File: config.mk
export PLATFORM = sky130hd
export DESIGN_NAME = uart_rx_word_assembler
export DESIGN_NICKNAME = d
export VERILOG_FILES = /design/src/rtl/uart_rx_word_assembler.sv
export SDC_FILE = /design/constraint.sdc
export NUM_CORES = 1
export LEC_CHECK = 0
export CAP_MARGIN = 20
export CORE_UTILIZATION = 39
export CTS_BUF_LIST = sky130_fd_sc_hd__clkbuf_16
export DETAILED_ROUTE_END_ITERATION = 6
export GPL_TIMING_DRIVEN = 0
export PLACE_DENSITY = 0.73
export SYNTH_ARGS = -nofsm -noshare
export SYNTH_HDL_FRONTEND = slang
export SYNTH_SLANG_ARGS = --single-unit
File: constraint.sdc
create_clock -name clk_100MHz -period 6.1 [get_ports clk_100MHz]
set_input_delay 1.22 -clock clk_100MHz [delete_from_list [all_inputs] [get_ports clk_100MHz]]
set_output_delay 1.22 -clock clk_100MHz [all_outputs]
set_load 0.01 [all_outputs]
File: src/rtl/uart_rx_word_assembler.sv
// Receive-side word framer: packs consecutive UART bytes MSB-first into a word,
// offers it on a valid/ack handshake and drops partial words after line silence.
module uart_rx_word_assembler #(
   parameter int DBITS         = 8,
   parameter int WORD_BYTES    = 4,
   parameter int TIMEOUT_TICKS = 320,
   parameter int TIMEOUT_BITS  = 9
) (
   input  logic                          clk_100MHz,
   input  logic                          reset,
   input  logic                          sample_tick,
   input  logic                          rx_data_ready,
   input  logic [DBITS-1:0]              rx_data_in,
   output logic [DBITS*WORD_BYTES-1:0]   word_out,
   output logic                          word_valid,
   input  logic                          word_ack,
   output logic [$clog2(WORD_BYTES):0]   byte_count,
   output logic                          timeout_err,
   output logic                          overrun
);

   localparam int WORD_W = DBITS * WORD_BYTES;
   localparam int ASM_W  = DBITS * (WORD_BYTES - 1);
   localparam int BC_W   = $clog2(WORD_BYTES) + 1;
   localparam logic [BC_W-1:0]         BC_LAST = BC_W'(WORD_BYTES - 1);
   localparam logic [TIMEOUT_BITS-1:0] TO_LAST = TIMEOUT_BITS'(TIMEOUT_TICKS - 1);

   typedef enum logic {IDLE, COLLECT} state_t;

   state_t                  state, state_n;
   // Only the bytes preceding the final one need storing; the last byte is
   // taken straight from rx_data_in when the word completes.
   logic [ASM_W-1:0]        asm_q, asm_n;
   logic [TIMEOUT_BITS-1:0] to_cnt, to_cnt_n;
   logic [WORD_W-1:0]       word_n;
   logic                    valid_n, terr_n, ovr_n;
   logic [BC_W-1:0]         bc_n;
   logic                    ack_ok;

   assign ack_ok = word_ack & word_valid;

   always_ff @(posedge clk_100MHz or posedge reset) begin
      if (reset) begin
         state       <= IDLE;
         asm_q       <= '0;
         to_cnt      <= '0;
         word_out    <= '0;
         word_valid  <= 1'b0;
         byte_count  <= '0;
         timeout_err <= 1'b0;
         overrun     <= 1'b0;
      end else begin
         state       <= state_n;
         asm_q       <= asm_n;
         to_cnt      <= to_cnt_n;
         word_out    <= word_n;
         word_valid  <= valid_n;
         byte_count  <= bc_n;
         timeout_err <= terr_n;
         overrun     <= ovr_n;
      end
   end

   always_comb begin
      state_n  = state;
      asm_n    = asm_q;
      to_cnt_n = to_cnt;
      word_n   = word_out;
      valid_n  = word_valid;
      bc_n     = byte_count;
      terr_n   = 1'b0;
      ovr_n    = overrun;

      if (ack_ok) begin
         valid_n = 1'b0;
         ovr_n   = 1'b0;
      end

      case (state)
         IDLE: begin
            if (rx_data_ready) begin
               asm_n    = {asm_q[ASM_W-DBITS-1:0], rx_data_in};
               bc_n     = BC_W'(1);
               to_cnt_n = '0;
               state_n  = COLLECT;
            end
         end
         COLLECT: begin
            // A byte arriving with the final tick wins over the timeout.
            if (rx_data_ready) begin
               to_cnt_n = '0;
               if (byte_count == BC_LAST) begin
                  bc_n    = '0;
                  state_n = IDLE;
                  if (!word_valid || word_ack) begin
                     word_n  = {asm_q, rx_data_in};
                     valid_n = 1'b1;
                  end else begin
                     ovr_n = 1'b1;
                  end
               end else begin
                  asm_n = {asm_q[ASM_W-DBITS-1:0], rx_data_in};
                  bc_n  = byte_count + BC_W'(1);
               end
            end else if (sample_tick) begin
               if (to_cnt == TO_LAST) begin
                  to_cnt_n = '0;
                  bc_n     = '0;
                  terr_n   = 1'b1;
                  state_n  = IDLE;
               end else begin
                  to_cnt_n = to_cnt + TIMEOUT_BITS'(1);
               end
            end
         end
         default: state_n = IDLE;
      endcase
   end

endmodule

==> metrics.txt <==
TritonCTS clock tree=built; Final Net Count=274; DIE WIDTH=87.8 um; Power Total=0.00182 W; Top delay family on crit path=buffers and inverters; Worst slew margin=0.424; HPWL Detailed=3330 um; PostCTS Resize Cnt=0; fin crit share=0.419; global placer's final weighted congestion=0.695; drt wl/cell=14.0 um; Num CTS Buffers=9; vias in the first global route=1,728; initial antenna violation count=0; Synth Instances=198; Post-CTS Hold Buffers=0; Leakage=1.60 nW; outcome=finished clean; crit start category=input pin; crit path kind=input pin to register; largest family of logic cells by synthesized area=multiplexers; die span in y=87.8 um; Starting Density=0.413; complex-gate fraction of the synthesized area=0.0257; post-synthesis simple-gate area fraction=0.0746; CP arrival=2.76 ns; Iteration-0 DRC Markers=26; Vias/cell=4.76; GRT overflow=0; Post-Synth XOR/XNOR Area=0.0214; area occupied by multi-input gates=1000 sq um; Post-Syn Area per Cell=14.5 sq um; Worst Max-Slew Pin Slew=0.864 ns; Port Buffer Count=50; crit path time final=2.55 ns; clock root cell=clkbuf_16; largest net degree at the start of global routing=73; ys flop type=dfrtp_1; Post-Route Skew=0.00768 ns; Fillers=579; Max VDD drop=0.256 mV; I/O pin count=51; Crit-path slowest cell=clkdlybuf4s50_1; Synth cell types=31; # diodes=0; Post-synth ARST share=1.00; sequential standard cell area=1800 sq um; Rows=30; layout cells sized above 1=0.231; post-CTS setup buffer count=0; Synth Cell Area=2870 sq um; Worst Path Max Fanout=10; mux contribution to synthesized area=0.220; vias=1,713; Seq/Total Area, Yosys=0.628; Clk pin slew, worst setup/hold paths=0.05 ns; CTS H-tree lvls=3; Final Hold Viols=0; Post-DRT Antenna Nets=0; core area=6940 sq um; # Max-Cap Violations=0; Ys Warns=0; worst-path cell chain=clkdlybuf4s50_1 > nand2_1 > nor3_4 > buf_4 > mux2_2; CP max stage delay=0.50 ns; Cell Pwr Density=479 nW/um^2; Synth Area in Adders=0.00873; CTS Buffer Depth=2; Layout area overhead=32.1%; GR Util All Layers=0.147; Die ar.=7700 sq um; Worst EP required=6.31 ns; total wire length=5050 um; worst min path class=register to register; Setup TNS=0 ns; first-pass GRT wire length=8470 um; CP endpoint kind=register; TritonCTS Sinks=72; Final setup viols=0; syn nets=213; DR DRC count=0; Post-synth EDFFs=0; Worst-Skew Late Latency=0.32 ns; drt first pass iters=4; CP Buf/Inv Count=2; RSZ-0062 raised after global routing=false; FF+latch count, synth=72; max frequency=0.391 GHz; fin. max-slew vios=0
[cell type report]
type / instances / area share
sequential: 72 / 0.476
multi-input combinational: 116 / 0.265
timing repair buffer: 50 / 0.132
clock buffer: 9 / 0.0594
tap: 96 / 0.0317
clock inverter: 7 / 0.0192
buffer: 7 / 0.0132
inverter: 3 / 0.00363
[cells by family (layout without fill, tap and decap cells)]
kind of cell	after synthesis	after routing
xor gates and xnor gates	7	7
AOI/OAI and AO/OA	12	12
and+or+nand+nor	39	39
muxes	56	56
DFF	72	72
adders and majority gates	2	2
buffers and inverters	10	76
[cell usage after synthesis (2+ instances only)]
cell type	instances	area (sq um)
a21oi_1	6	30.0
buf_4	6	45.0
dfrtp_1	72	1800
ha_1	2	25.0
inv_1	3	11.3
mux2_1	24	270
mux2_2	32	360
nand2_1	7	26.3
nand2b_1	2	12.5
nand3_1	4	20.0
nand4_1	2	12.5
nor2_1	11	41.3
nor2b_1	2	12.5
nor3_1	3	15.0
xnor2_1	6	52.6
[power breakdown]
part / total (W) / leakage, nW / switching, W / internal (W)
sequential: 0.000758 / 0.881 / 0.0000979 / 0.000660
combinational: 0.000547 / 0.567 / 0.000204 / 0.000343
clock: 0.000510 / 0.147 / 0.000194 / 0.000317
total: 0.00182 / 1.60 / 0.000496 / 0.00132
[routing by layer]
metal,track usage,vias up,share of wire
met5,0,-,0
met4,0.0626,0,0.011
met3,0.0575,7,0.069
met2,0.223,42,0.46
met1,0.188,850,0.46
li1,-,814,-
[state kept, by name, summed over array words and instances, names as in the netlist]
register	cells
word_out	32
asm_q	24
to_cnt	9
byte_count	3
overrun	1
state	1
timeout_err	1
word_valid	1
[metrics by stage]
stage / instances / cell area, sq um / hold slack, ns / worst slack, ns / utilization
4_1_cts: 360 / 3790 / 0.487 / 3.53 / 0.546
3_5_place_dp: 344 / 3490 / 0.471 / 3.20 / 0.503
2_1_floorplan: 198 / 2870 / 0.459 / 3.06 / -
6_report: 360 / 3790 / 0.484 / 3.55 / 0.546
5_1_grt: 360 / 3790 / 0.502 / 3.42 / 0.546
3_3_place_gp: 344 / 3490 / 0.467 / 1.82 / 0.502
[worst register-to-register path, stage by stage, from the launching register on]
cell      delay, ns
dfrtp_1        0.39
ha_1           0.20
nand2b_1       0.14
nor3_4         0.29
buf_4          0.27
mux2_2         0.36
[cells in the final DEF, fill, tap and decap left out, types with 2 or more instances in the layout]
cell type,instances
dfrtp_1,72
clkdlybuf4s50_1,50
mux2_2,32
mux2_1,24
nor2_1,11
clkbuf_16,9
nand2_1,7
buf_4,6
a21oi_1,6
xnor2_1,6
nand3_1,4
inv_1,3
nor3_1,3
nor2b_1,2
nand2b_1,2
nand4_1,2
ha_1,2
clkinv_4,2
[final timing paths]
path                          startpoint            to  slack, ns  depth (start not counted)
max                        rx_data_ready  word_out[20]       3.55                          5
min                          word_out[8]   word_out[8]       0.48                          1
max reg2reg                byte_count[0]  word_out[20]       4.32                          5
min in group asynchronous          reset     to_cnt[1]       1.42                          2
min reg2reg                  word_out[8]   word_out[8]       0.48                          1
max in group asynchronous          reset  word_out[17]       4.10                          2
Power figures use the tool's default switching activity.
